[src/rtl/dsp_accum.sv]
// Frame accumulator: sums unsigned dsp_slice terms until a last-flagged beat,
// then holds the sum, term count and overflow flag for a valid/ready hand-over.
module dsp_accum #(
  parameter int data_width = 8,
  parameter int acc_width  = 2*data_width+8
) (
  input  logic                    clk,
  input  logic                    rst_n,
  input  logic                    in_valid,
  output logic                    in_ready,
  input  logic [2*data_width-1:0] in_data,
  input  logic                    in_last,
  output logic                    out_valid,
  input  logic                    out_ready,
  output logic [acc_width-1:0]    out_data,
  output logic [7:0]              out_count,
  output logic                    out_ovf
);

  typedef enum logic {ACCUM, HOLD} state_t;

  state_t               state_q, state_d;
  logic [acc_width-1:0] acc_q, acc_d;
  logic [7:0]           count_q, count_d;
  logic                 ovf_q, ovf_d;
  logic                 first_q, first_d;
  logic [acc_width-1:0] out_data_q, out_data_d;
  logic [7:0]           out_count_q, out_count_d;
  logic                 out_ovf_q, out_ovf_d;

  logic                 beat;
  logic [acc_width:0]   sum_full;

  assign in_ready  = (state_q == ACCUM) || out_ready;
  assign beat      = in_valid && in_ready;
  assign sum_full  = (acc_width+1)'(acc_q) + (acc_width+1)'(in_data);

  assign out_valid = (state_q == HOLD);
  assign out_data  = out_data_q;
  assign out_count = out_count_q;
  assign out_ovf   = out_ovf_q;

  // first_q marks that the next accepted beat opens a new frame; it is set by
  // every last beat, so a beat accepted while in HOLD always starts fresh.
  always_comb begin
    acc_d       = acc_q;
    count_d     = count_q;
    ovf_d       = ovf_q;
    first_d     = first_q;
    out_data_d  = out_data_q;
    out_count_d = out_count_q;
    out_ovf_d   = out_ovf_q;
    if (beat) begin
      first_d = in_last;
      if (first_q) begin
        acc_d   = acc_width'(in_data);
        count_d = 8'd1;
        ovf_d   = 1'b0;
      end else begin
        acc_d   = sum_full[acc_width-1:0];
        ovf_d   = ovf_q | sum_full[acc_width];
        count_d = (count_q == 8'hFF) ? count_q : count_q + 8'd1;
      end
      if (in_last) begin
        out_data_d  = acc_d;
        out_count_d = count_d;
        out_ovf_d   = ovf_d;
      end
    end
  end

  always_comb begin
    state_d = state_q;
    case (state_q)
      ACCUM: if (beat && in_last) state_d = HOLD;
      HOLD:  if (out_ready) state_d = (beat && in_last) ? HOLD : ACCUM;
      default: state_d = ACCUM;
    endcase
  end

  always_ff @(posedge clk or negedge rst_n) begin
    if (!rst_n) begin
      state_q     <= ACCUM;
      acc_q       <= '0;
      count_q     <= '0;
      ovf_q       <= 1'b0;
      first_q     <= 1'b1;
      out_data_q  <= '0;
      out_count_q <= '0;
      out_ovf_q   <= 1'b0;
    end else begin
      state_q     <= state_d;
      acc_q       <= acc_d;
      count_q     <= count_d;
      ovf_q       <= ovf_d;
      first_q     <= first_d;
      out_data_q  <= out_data_d;
      out_count_q <= out_count_d;
      out_ovf_q   <= out_ovf_d;
    end
  end

endmodule
[config.mk]
export PLATFORM = sky130hd
export DESIGN_NAME = dsp_accum
export DESIGN_NICKNAME = d
export VERILOG_FILES = /design/src/rtl/dsp_accum.sv
export SDC_FILE = /design/constraint.sdc
export NUM_CORES = 1
export LEC_CHECK = 0
export ABC_CLOCK_PERIOD_IN_PS = 1970
export CAP_MARGIN = 10
export CORE_MARGIN = 8
export CORE_UTILIZATION = 45
export CTS_CLUSTER_SIZE = 8
export DETAILED_ROUTE_END_ITERATION = 10
export PLACE_DENSITY = 0.7
export SYNTH_ARGS = -nofsm -noshare
export SYNTH_HDL_FRONTEND = slang
export SYNTH_SLANG_ARGS = --single-unit
[constraint.sdc]
create_clock -name clk -period 1.97 [get_ports clk]
set_input_delay 0.2955 -clock clk [delete_from_list [all_inputs] [get_ports clk]]
set_output_delay 0.2955 -clock clk [all_outputs]
set_load 0.01 [all_outputs]
# Word level (Yosys, flattened, before mapping)
# Index checks and enable logic that the tools add are counted.
# word_totals
wordCells	24
output_inout_bits	35
reg_bits	68
inputBits	21
# classes
n_addsub	2
reduce_logical	4
n_eq_ne	1
muxes	7
bitwise_logic	2
# op_table
operator	n
$add 24x16->25	1
$mux 24	1
$mux 8	2
$add 8x1->8 const B	1
$eq 8x8->1 const B	1
$mux 1	3
$logic_and 1x1->1	2
$pmux 1 s2	1
$reduce_and 2->1	1
$logic_or 1x1->1	1
$not 1->1	1
$or 1x1->1	1

# Depth between registers and ports, before layout
# Gate-level depths: netlist of run 1.
# logic_depth
ltp_word	7
depth_mapped	10
ltp_nobuf	10

# Worst setup path after synthesis of run 1
# No wires, ideal clock.
# synth_timing
kind	flip-flop to flip-flop
from	reg acc_q[0]
to	reg acc_q[18]
required_time_ps	1835
period_less_slack_ps	2183
setup_slack_ps	-213
stages_incl_launch_ff	11
t_arrival_ps	2049
setup_time_ps	135
path_buffers	0
cell_sequence	dfrtp_1 -> ha_1 -> inv_1 -> fa_1 -> nor2b_1 -> o211ai_2 -> a21o_1 -> a211oi_2 -> o211ai_1 -> mux2i_1 -> o22ai_1
# synth_between
elab_chain_cells	2
# synth_rtl
element	line_no	rtl
start, declared	23	logic [acc_width-1:0] acc_q, acc_d;
start signal, assigned	84	acc_q <= '0;
start signal, assigned	93	acc_q <= acc_d;
$add 24x16->25	36	assign sum_full = (acc_width+1)'(acc_q) + (acc_width+1)'(in_data);
$mux 24	55	if (first_q) begin
# Every way passes these cells.
# A chain may end at the register's enable or synchronous reset.

# Final worst setup path of run 1
# layout_timing
from	reg acc_q[0]
to	reg out_data_q[16] (netlist: out_data[16])
# layout_between
elab_chain_cells	2
# layout_rtl
element	line_no	rtl
$add 24x16->25	36	
$mux 24	55	
end signal, assigned	97	out_data_q <= out_data_d;
end, declared	27	logic [acc_width-1:0] out_data_q, out_data_d;
# Every way passes these cells.

==> results of run 1 <==
-- sequential cells by signal, indices dropped and copies added (netlist names) --
signal / flops
ovf_q: 1
out_count: 8
out_ovf: 1
acc_q: 24
count_q: 8
first_q: 1
out_valid: 1
out_data: 24
-- cells in the final DEF (no fill, tap or decap), types with 3 or more instances in the layout --
master	netlist	routed
a21o_1	9	9
a21oi_1	32	26
a21oi_2	1	4
a21oi_4	0	3
a31oi_1	9	3
a31oi_2	0	4
and2_1	5	5
and3_1	5	5
buf_12	0	3
buf_4	0	56
buf_6	0	6
clkbuf_1	22	3
clkbuf_8	0	11
clkdlybuf4s50_1	0	48
dfrtp_1	67	67
dlygate4sd2_1	0	6
ha_1	17	7
ha_4	0	9
inv_1	12	11
mux2i_1	12	12
nand2_1	71	69
nand2b_1	3	3
nand3_1	18	11
nand3_2	0	6
nand4_1	5	5
nor2_1	37	31
nor2_4	0	4
nor3_1	9	7
o211ai_1	3	3
o21a_1	4	4
o21ai_0	64	37
o21ai_1	2	26
o21ai_2	0	3
o31ai_1	5	4
xnor2_1	4	4
xor2_1	13	13
-- how the worst max path moves through the flow --
stage	start	end	slack (ns)	depth (start not counted)
6_report	acc_q[0]$_DFFE_PN0P_	out_data[16]$_DFFE_PN0P_	-0.41	11
5_1_grt	acc_q[0]$_DFFE_PN0P_	out_data[16]$_DFFE_PN0P_	-0.50	11
4_1_cts	acc_q[0]$_DFFE_PN0P_	acc_q[18]$_DFFE_PN0P_	-0.38	10
3_5_place_dp	in_data[0]	out_data[18]$_DFFE_PN0P_	-0.82	11
3_3_place_gp	in_data[0]	acc_q[20]$_DFFE_PN0P_	-0.78	11
2_1_floorplan	acc_q[0]$_DFFE_PN0P_	acc_q[18]$_DFFE_PN0P_	-0.14	10
-- kinds of logic (layout without fill, tap and decap cells) --
logic type | count (synthesis) | in the layout
muxes | 13 | 13
buffers and inverters | 36 | 148
AOI/OAI and AO/OA | 144 | 144
DFF | 68 | 68
and+or+nand+nor | 167 | 167
xor gates and xnor gates | 17 | 17
adders and majority gates | 18 | 18
-- worst register-to-register path: stages (launching register included) --
cell,delay [ns]
dfrtp_1,0.35
ha_2,0.19
inv_2,0.04
fa_2,0.37
nor2b_4,0.14
o211ai_2,0.11
a21o_1,0.21
a211oi_4,0.30
buf_4,0.18
nor2_4,0.05
xor2_1,0.16
o31ai_1,0.18
-- per-stage QoR --
stage	setup WS, ns	instance area, um2	TNS [ns]	std cells	util, %
6_report	-0.4102	5654	-7.587	683	65.47
5_1_grt	-0.4999	5654	-11.69	683	65.47
4_1_cts	-0.3770	5513	-6.827	677	63.84
3_5_place_dp	-0.8246	5022	-26.26	656	58.16
3_3_place_gp	-0.7780	5022	-24.15	656	58.16
2_1_floorplan	-0.1351	3988	-1.401	463	-
-- per-layer routing --
layer	vias to the layer above	track usage (%)	share of wire, %
met5	-	0	0
met4	0	6.847	2.0
met3	19	3.751	4.1
met2	73	31.57	49
met1	1806	23.21	45
li1	1852	-	-
-- final cells by class --
class / instances / area (um2)
fillers: 715 / 2982
flip-flops and latches: 68 / 1703
clock buffers: 14 / 162.7
multi-input cells: 359 / 2505
clock inverters: 1 / 7.507
repair buffers: 121 / 1096
well taps: 108 / 135.1
inverters: 12 / 45.04
-- power groups by stage --
stage	clock, mW	combinational [mW]	sequential (mW)
floorplan	0	1.84	2.28
global placement	0	3.31	2.24
detailed placement	0	3.39	2.26
CTS	1.08	3.86	2.26
global route	1.14	4.54	2.34
finish	1.05	4.15	2.27
-- timing repair --
action,CTS,global route
hold endpoints to repair,67,0
hold buffers,1,0
resized for setup,63,34
pin swaps,24,16
buffers inserted,5,7
setup endpoints to repair,36,38
==> metrics.md, run 1 <==
| Metric | Value |
|---|---|
| Mux cell area share after synthesis | `between 3 and 4%` |
| Synth top cells by count | `nand2_1, dfrtp_1, o21ai_0, nor2_1, a21oi_1` |
| Top-count cell post-synth | `nand2_1` |
| Synth cell types | `51` |
| Cts bufs inserted | `9` |
| Mapped Area | `3955 um2` |
| CP max stage cell | `fa_2` |
| Internal power | `4.507 mW` |
| Static Leak | `2.470 nW` |
| Setup violations, final | `34` |
| Die width | `about 110 um` |
| Final WS setup | `-0.4102 ns` |
| Ports | `56` |
| Critical Path Fanout Max | `4` |
| Via count of the routed design | `3750` |
| Critical path class | `register to register` |
| H-tree depth | `3` |
| R2R depth | `11` |
| Total Routing Usage GR | `18.72%` |
| Largest net degree at the start of global routing | `69` |
| CP Data Required Time | `2.23 ns` |
| Ant. Diodes | `0` |
| Largest family of logic cells by synthesized area | `compound AO/OA/AOI/OAI gates` |
| CTS Buffer Depth | `2` |
| Failing checks | `negative setup slack` |
| Final net count | `610` |
| Yosys top cell area share | `~42%` |
| DRC | `0` |
| Total power draw | `7.471 mW` |
| Synthesized flop and latch total | `68` |
| Synth Flop Type | `dfrtp_1` |
| Area leader, netlist | `dfrtp_1` |
| Switching power | `2.964 mW` |
| IO buf count | `between 50 and 60` |
| Worst skew pair latency | `0.35 ns` |
| Fin Hold WS | `0.4426 ns` |
| Final period util | `120.8%` |
| Slew Limit Fails | `0` |
| Minimum clock period | `2.380 ns` |
| Area grow syn2layout | `42.96%` |
| Clk pwr share | `between 10% and 20%` |
| Synth top area cells | `dfrtp_1, o21ai_0, nand2_1, ha_1, a21oi_1` |
| Worst path cell trace | `ha_2 -> inv_2 -> fa_2 -> nor2b_4 -> o211ai_2 -> a21o_1 -> a211oi_4 -> buf_4 -> nor2_4 -> xor2_1 -> o31ai_1` |
| Vias per std cell | `approximately 5.5` |
| Final Hold Viols | `0` |
| Initial core utilization | `45.80%` |
| Initial antenna violation count | `0` |
| Synth async-reset ratio | `100.0%` |
| Max-cap violations | `0` |
| Mapped Cells | `463` |
| Worst Hold Class | `input pin to register` |
| FMAX | `420.1 MHz` |
| CTS tree | `yes` |
| Layout Skew | `between 0.008 and 0.009 ns` |
| Seq pwr share | `just over 30%` |
| Critical path arrival | `2.64 ns` |
| WHS Endpoint | `acc_q[0]$_DFFE_PN0P_` |
| Critical path's top delay family | `compound AO/OA/AOI/OAI gates` |
| DIE AREA | `12050 um2` |
| Adder-Cell Fraction of Synth Area | `approximately 6%` |
| R2R setup slack | `-0.41 ns` |
| First-pass GRT wire length | `between 15000 and 20000 um` |
| HP Start | `in_data[0]` |
| Ys Warns | `0` |
| Comb power frac | `a little under three fifths` |
| Maximum vdd drop | `a little over 0.7 mV` |
| Hold path depth | `3` |
| CP bufs+invs | `2` |
| Sw Share | `39.67%` |
| Pre-Repair DR Iteration Count | `5` |
| Least-Margin Pin Slew | `0.6359 ns` |
| Compound-Gate Fraction of Synth Area | `21.42%` |
| Crit. End Element | `register` |
| Clk pin slew, worst setup/hold paths | `about 0.070 ns` |
| Avg Inst Size Synth | `approximately 8.5 um2` |
| Placeable Area | `8636 um2` |
| Clock sink count | `68` |
| Final HPWL DP | `approximately 7300 um` |
| Vias in the first global route | `3789` |
| Chip Height | `109.8 um` |
| R2R Path End | `out_data[16]$_DFFE_PN0P_` |
| CP peak stage delay | `between 0.3 and 0.4 ns` |
| CTS Root Cell | `clkbuf_8` |
| Element type at the critical path start | `register` |
| Wirelength per Cell | `approximately 16 um` |
| Status | `complete, but fails checks` |
| Post-DRT Antenna Nets | `0` |
| Power Dens Cells | `1321 nW/um2` |
| Std cell rows | `34` |
| Starting DRC count in detailed routing | `138` |
| Syn nets | `502` |
| Remaining Overflow, GRT | `0` |
| Register area share after synthesis | `43.06%` |
| Layout cells sized above 1 | `23.83%` |
| Total Wirelength | `10920 um` |
| Final GP Congestion | `0.9102` |
| Synth Area in XOR/XNOR | `3.765%` |
| FF-to-FF Start | `acc_q[0]$_DFFE_PN0P_` |
| RSZ-0062 raised after global routing | `true` |
| Simple-gate share of the synthesized area | `19.11%` |
| Relative slew slack | `57.56%` |
| Number of flops mapped to enable cells by yosys | `0` |
No activity file was read; power rests on OpenSTA's default activity.
==> inputs of run 2 (changes only) <==
--- a/config.mk
+++ b/config.mk
@@ -8,10 +8,11 @@
 export ABC_CLOCK_PERIOD_IN_PS = 1970
 export CAP_MARGIN = 10
 export CORE_MARGIN = 8
-export CORE_UTILIZATION = 45
+export CORE_UTILIZATION = 50
 export CTS_CLUSTER_SIZE = 8
 export DETAILED_ROUTE_END_ITERATION = 10
-export PLACE_DENSITY = 0.7
+export GPL_ROUTABILITY_DRIVEN = 1
+export PLACE_DENSITY = 0.77
 export SYNTH_ARGS = -nofsm -noshare
 export SYNTH_HDL_FRONTEND = slang
 export SYNTH_SLANG_ARGS = --single-unit
==> metrics.md, run 2 (same netlist as run 1, synthesis figures left out) <==
| Metric | Value |
|---|---|
| Status | `complete, but fails checks (unchanged)` |
| Failing checks | `negative setup slack (unchanged)` |
| RSZ-0062 raised after global routing | `true (unchanged)` |
| Final WS setup | `-0.3601 ns (was -0.4102 ns)` |
| Starting DRC count in detailed routing | `203 (was 138)` |
| Slew Limit Fails | `0 (unchanged)` |
| Setup violations, final | `36 (was 34)` |
| Final HPWL DP | `7420 um (was 7349 um)` |
| Cts bufs inserted | `9 (unchanged)` |
| Largest net degree at the start of global routing | `69 (unchanged)` |
| DRC | `0 (unchanged)` |
| Final Hold Viols | `0 (unchanged)` |
| Placeable Area | `7687 um2 (was 8636 um2)` |
| Crit. End Element | `register (unchanged)` |
| Std cell rows | `32 (was 34)` |
| Post-DRT Antenna Nets | `0 (unchanged)` |
| Area grow syn2layout | `44.13% (was 42.96%)` |
| Critical path's top delay family | `compound AO/OA/AOI/OAI gates (unchanged)` |
| Least-Margin Pin Slew | `0.7011 ns (was 0.6359 ns)` |
| Final net count | `606 (was 610)` |
| CP peak stage delay | `0.36 ns (was 0.37 ns)` |
| IO buf count | `55 (unchanged)` |
| First-pass GRT wire length | `18410 um (was 17900 um)` |
| Vias in the first global route | `3794 (was 3789)` |
| CTS tree | `yes (unchanged)` |
| Vias per std cell | `5.761 (was 5.490)` |
| Worst path cell trace | `ha_2 -> inv_2 -> fa_2 -> nor2b_4 -> o211ai_2 -> a21o_1 -> a211oi_4 -> o211ai_1 -> xor2_1 -> o21ai_1 (was ha_2 -> inv_2 -> fa_2 -> nor2b_4 -> o211ai_2 -> a21o_1 -> a211oi_4 -> buf_4 -> nor2_4 -> xor2_1 -> o31ai_1)` |
| Commonest non-fill, non-tap cells in the layout | `nand2_1, dfrtp_1, buf_4 (unchanged)` |
| Layout Skew | `0.01402 ns (was 0.008204 ns)` |
| Relative slew slack | `53.21% (was 57.56%)` |
| Minimum clock period | `2.330 ns (was 2.380 ns)` |
| Total power draw | `7.735 mW (was 7.471 mW)` |
| Max-cap violations | `0 (unchanged)` |
| Most common cell after layout, fill and taps aside | `nand2_1 (unchanged)` |
| Via count of the routed design | `3883 (was 3750)` |
| Power Dens Cells | `1357 nW/um2 (was 1321 nW/um2)` |
| Clock sink count | `68 (unchanged)` |
| DIE AREA | `11010 um2 (was 12050 um2)` |
| Ports | `56 (unchanged)` |
| Wirelength per Cell | `17.01 um (was 15.99 um)` |
| Static Leak | `2.475 nW (was 2.470 nW)` |
| Total Wirelength | `11470 um (was 10920 um)` |
| Pre-Repair DR Iteration Count | `5 (unchanged)` |
| Clk pin slew, worst setup/hold paths | `0.08 ns (was 0.07 ns)` |
| Die width | `104.9 um (was 109.8 um)` |
| FMAX | `429.2 MHz (was 420.1 MHz)` |
| Layout cells sized above 1 | `24.48% (was 23.83%)` |
| Element type at the critical path start | `register (unchanged)` |
| Final Instance Count excl. Fillers | `674 (was 683)` |
| Dpl ws | `-0.8122 ns (was -0.8246 ns)` |
| CP max stage cell | `dfrtp_1 (was fa_2)` |
| Chip Height | `104.9 um (was 109.8 um)` |
| H-tree depth | `3 (unchanged)` |
| Setup Total Neg Slack | `-8.819 ns (was -7.587 ns)` |
| Remaining Overflow, GRT | `0 (unchanged)` |
| Initial core utilization | `51.45% (was 45.80%)` |
| Final GP Congestion | `0.9455 (was 0.9102)` |
| Initial antenna violation count | `0 (unchanged)` |
| Maximum vdd drop | `0.7719 mV (was 0.7154 mV)` |
| Total Routing Usage GR | `20.02% (was 18.72%)` |
| Ant. Diodes | `0 (unchanged)` |
| Critical path arrival | `2.61 ns (was 2.64 ns)` |
| Placed Cells | `646 (was 656)` |
| Worst skew pair latency | `0.36 ns (was 0.35 ns)` |
| Worst Hold Class | `input pin to register (unchanged)` |
| CTS Buffer Depth | `2 (unchanged)` |
| CP bufs+invs | `1 (was 2)` |
| Critical path class | `register to register (unchanged)` |
| Layout Utilization | `74.15% (was 65.47%)` |
| CTS Root Cell | `clkbuf_8 (unchanged)` |
| CP Data Required Time | `2.25 ns (was 2.23 ns)` |
| Final period util | `118.3% (was 120.8%)` |
| Critical Path Fanout Max | `3 (was 4)` |
run 2: worst paths after layout:
check | startpoint | endpoint | slack (ns) | cells past startpoint
setup / recovery | acc_q[0]$_DFFE_PN0P_ | out_data[20]$_DFFE_PN0P_ | -0.36 | 10
hold / removal | in_data[0] | out_data[0]$_DFFE_PN0P_ | 0.44 | 3
setup reg to reg | acc_q[0]$_DFFE_PN0P_ | out_data[20]$_DFFE_PN0P_ | -0.36 | 10
hold reg to reg | out_count[3]$_DFFE_PN0P_ | out_count[3]$_DFFE_PN0P_ | 0.48 | 2
max in group asynchronous | rst_n | first_q$_DFFE_PN1P_ | 1.14 | 3
min in group asynchronous | rst_n | out_data[3]$_DFFE_PN0P_ | 0.48 | 3
run 2: where the power goes:
part | total, mW | switching [mW] | internal [mW]
combinational | 4.24 | 2.13 | 2.11
clock | 1.21 | 0.609 | 0.604
sequential | 2.28 | 0.416 | 1.87
run 2: repair_timing:
action                                  in CTS  in global routing
hold buffers                                 1                  0
cloned                                       0                  0
endpoints found under the hold margin       67                  0
buffers inserted                             9                  2
pin swaps                                   38                 29
resized for setup                           82                 25
endpoints found under the setup margin      36                 40
run 2: cell type report:
cell class              instances  area, um2
multi-input cells             359       2551
flip-flops and latches         68       1703
fillers                       551       1987
clock buffers                   9      123.9
inverters                      12      45.04
well taps                     102      127.6
clock inverters                 7      82.58
repair buffers                117       1067
run 2: per-stage QoR:
| step | area [um2] | hold slack (ns) |
|---|---|---|
| 6_report | 5700 | 0.4391 |
| 5_1_grt | 5700 | 0.4821 |
| 4_1_cts | 5570 | 0.4414 |
| 3_5_place_dp | 4985 | 0.3454 |
| 3_3_place_gp | 4985 | 0.3445 |
| 2_1_floorplan | 3988 | -0.00009107 |
run 2: worst min-delay path, cell delays in order:
cell,delay [ns]
dlygate4sd2_1,0.23
mux2i_1,0.09
o21ai_0,0.14
run 2: per-layer routing:
| layer | up-vias | global-route usage (%) | wire length [um] |
|---|---|---|---|
| met5 | - | 0 | 0 |
| met4 | 0 | 7.339 | 224 |
| met3 | 27 | 3.870 | 573 |
| met2 | 114 | 33.85 | 5840 |
| met1 | 1892 | 24.78 | 4828 |
| li1 | 1850 | - | - |
==> inputs of run 3 (changes only) <==
--- a/config.mk
+++ b/config.mk
@@ -13,6 +13,7 @@
 export DETAILED_ROUTE_END_ITERATION = 10
 export GPL_ROUTABILITY_DRIVEN = 1
 export PLACE_DENSITY = 0.77
+export RECOVER_POWER = 50
 export SYNTH_ARGS = -nofsm -noshare
 export SYNTH_HDL_FRONTEND = slang
 export SYNTH_SLANG_ARGS = --single-unit
==> metrics.md, run 3 (same netlist as run 1, synthesis figures left out) <==
| Metric | Value |
|---|---|
| Status | `complete, but fails checks (unchanged)` |
| Failing checks | `negative setup slack (unchanged)` |
| Initial core utilization | `51.45% (unchanged)` |
| Initial antenna violation count | `0 (unchanged)` |
| CTS Buffer Depth | `2 (unchanged)` |
| Starting DRC count in detailed routing | `203 (unchanged)` |
| Layout Utilization | `73.99% (was 74.15%)` |
| Least-Margin Pin Slew | `0.9533 ns (was 0.7011 ns)` |
| Dpl ws | `-0.8122 ns (unchanged)` |
| Critical path arrival | `2.61 ns (about the same)` |
| Final HPWL DP | `7420 um (unchanged)` |
| Final instance area | `5688 um2 (was 5700 um2)` |
| Pre-Repair DR Iteration Count | `5 (unchanged)` |
| Final net count | `606 (unchanged)` |
| Area grow syn2layout | `43.82% (was 44.13%)` |
| FMAX | `429.2 MHz (unchanged)` |
| Crit. End Element | `register (unchanged)` |
| Static Leak | `2.470 nW (was 2.475 nW)` |
| Minimum clock period | `2.330 ns (unchanged)` |
| Ant. Diodes | `0 (unchanged)` |
| Layout Skew | `0.01402 ns (unchanged)` |
| Commonest non-fill, non-tap cells in the layout | `nand2_1, dfrtp_1, buf_4 (unchanged)` |
| Layout cells sized above 1 | `24.48% (unchanged)` |
| CTS Root Cell | `clkbuf_8 (unchanged)` |
| Slew Limit Fails | `0 (unchanged)` |
| Worst Hold Class | `input pin to register (unchanged)` |
| Total Wirelength | `11460 um (was 11470 um)` |
| IO buf count | `55 (unchanged)` |
| Critical Path Fanout Max | `3 (unchanged)` |
| Setup violations, final | `36 (unchanged)` |
| Area after DPL | `4985 um2 (unchanged)` |
| Critical path class | `register to register (unchanged)` |
| Vias per std cell | `5.761 (unchanged)` |
| CP peak stage delay | `0.36 ns (about the same)` |
| Element type at the critical path start | `register (unchanged)` |
| Clk pin slew, worst setup/hold paths | `0.08 ns (about the same)` |
| DRC | `0 (unchanged)` |
| Via count of the routed design | `3883 (unchanged)` |
| Cts bufs inserted | `9 (unchanged)` |
| Ports | `56 (unchanged)` |
| Clock sink count | `68 (unchanged)` |
| Wirelength per Cell | `17.01 um (about the same)` |
| Final Instance Count excl. Fillers | `674 (unchanged)` |
| CP Data Required Time | `2.25 ns (about the same)` |
| Max-cap violations | `0 (unchanged)` |
| Chip Height | `104.9 um (unchanged)` |
| Placed Cells | `646 (unchanged)` |
| Vias in the first global route | `3794 (unchanged)` |
| Worst skew pair latency | `0.36 ns (about the same)` |
| DIE AREA | `11010 um2 (unchanged)` |
| Power Dens Cells | `1359 nW/um2 (was 1357 nW/um2)` |
| Post-DRT Antenna Nets | `0 (unchanged)` |
| Die width | `104.9 um (unchanged)` |
| Placeable Area | `7687 um2 (unchanged)` |
| Worst path cell trace | `ha_2 -> inv_2 -> fa_2 -> nor2b_4 -> o211ai_2 -> a21o_1 -> a211oi_4 -> o211ai_1 -> xor2_1 -> o21ai_1 (unchanged)` |
| Setup Total Neg Slack | `-8.819 ns (about the same)` |
| Relative slew slack | `36.44% (was 53.21%)` |
| Remaining Overflow, GRT | `0 (unchanged)` |
| Final GP Congestion | `0.9455 (unchanged)` |
| RSZ-0062 raised after global routing | `true (unchanged)` |
| Total Routing Usage GR | `20.02% (unchanged)` |
| CP max stage cell | `dfrtp_1 (unchanged)` |
| Final WS setup | `-0.3601 ns (unchanged)` |
| Final period util | `118.3% (unchanged)` |
| CTS tree | `yes (unchanged)` |
| Largest net degree at the start of global routing | `69 (unchanged)` |
| Final Hold Viols | `0 (unchanged)` |
| Fill cells | `553 (was 551)` |
| H-tree depth | `3 (unchanged)` |
| Std cell rows | `32 (unchanged)` |
| Maximum vdd drop | `0.7718 mV (was 0.7719 mV)` |
| First-pass GRT wire length | `18410 um (unchanged)` |
| Most common cell after layout, fill and taps aside | `nand2_1 (unchanged)` |
## run 3: through the flow
step                hold WS (ns)  total power, mW
detailed placement        0.3454            5.621
global placement          0.3445            5.487
floorplan            -0.00009107            4.127
CTS                       0.4414            7.423
finish                    0.4390            7.730
global route              0.4821            8.213
## run 3: what timing repair did
| item | 4_1_cts | 5_1_grt |
|---|---|---|
| pin swaps | 38 | 29 |
| endpoints found under the hold margin | 67 | 0 |
| hold buffers | 1 | 0 |
| resized for setup | 82 | 25 |
| setup endpoints to repair | 36 | 40 |
| buffers inserted | 9 | 2 |
## run 3: routing by layer
| metal | track usage, % | vias up | routed length, um |
|---|---|---|---|
| li1 | - | 1849 | - |
| met1 | 24.78 | 1893 | 4826 |
| met2 | 33.85 | 114 | 5840 |
| met3 | 3.870 | 27 | 572 |
| met4 | 7.339 | 0 | 224 |
| met5 | 0 | - | 0 |
## run 3: cell type report
type	count	area, um2	area share, %
Tap cell	102	127.6	2.244
Timing Repair Buffer	117	1055	18.54
Multi-Input combinational cell	359	2551	44.85
Clock buffer	9	123.9	2.178
Clock inverter	7	82.58	1.452
Sequential cell	68	1703	29.94
Inverter	12	45.04	0.7919
## run 3: where the power goes
part / switching, mW / total, mW / internal [mW] / leakage (nW)
combinational: 2.13 / 4.24 / 2.11 / 1.51
clock: 0.609 / 1.21 / 0.604 / 0.0984
sequential: 0.415 / 2.28 / 1.87 / 0.857
## run 3: critical path: cells and delay by family (launching register included)
family | cells | cell delay, ns
fa+ha+maj | 2 | 0.56
xor+xnor | 1 | 0.21
simple gates | 1 | 0.14
buf+inv | 1 | 0.04
flops | 1 | 0.36
compound gates | 5 | 0.94
## run 3: final timing paths
kind	endpoint	slack [ns]	startpoint	cells past startpoint
setup / recovery	out_data[20]$_DFFE_PN0P_	-0.36	acc_q[0]$_DFFE_PN0P_	10
hold / removal	out_data[0]$_DFFE_PN0P_	0.44	in_data[0]	3
setup reg to reg	out_data[20]$_DFFE_PN0P_	-0.36	acc_q[0]$_DFFE_PN0P_	10
hold reg to reg	out_count[3]$_DFFE_PN0P_	0.48	out_count[3]$_DFFE_PN0P_	2
max in group asynchronous	acc_q[20]$_DFFE_PN0P_	0.62	rst_n	3
min in group asynchronous	out_data[3]$_DFFE_PN0P_	0.72	rst_n	3
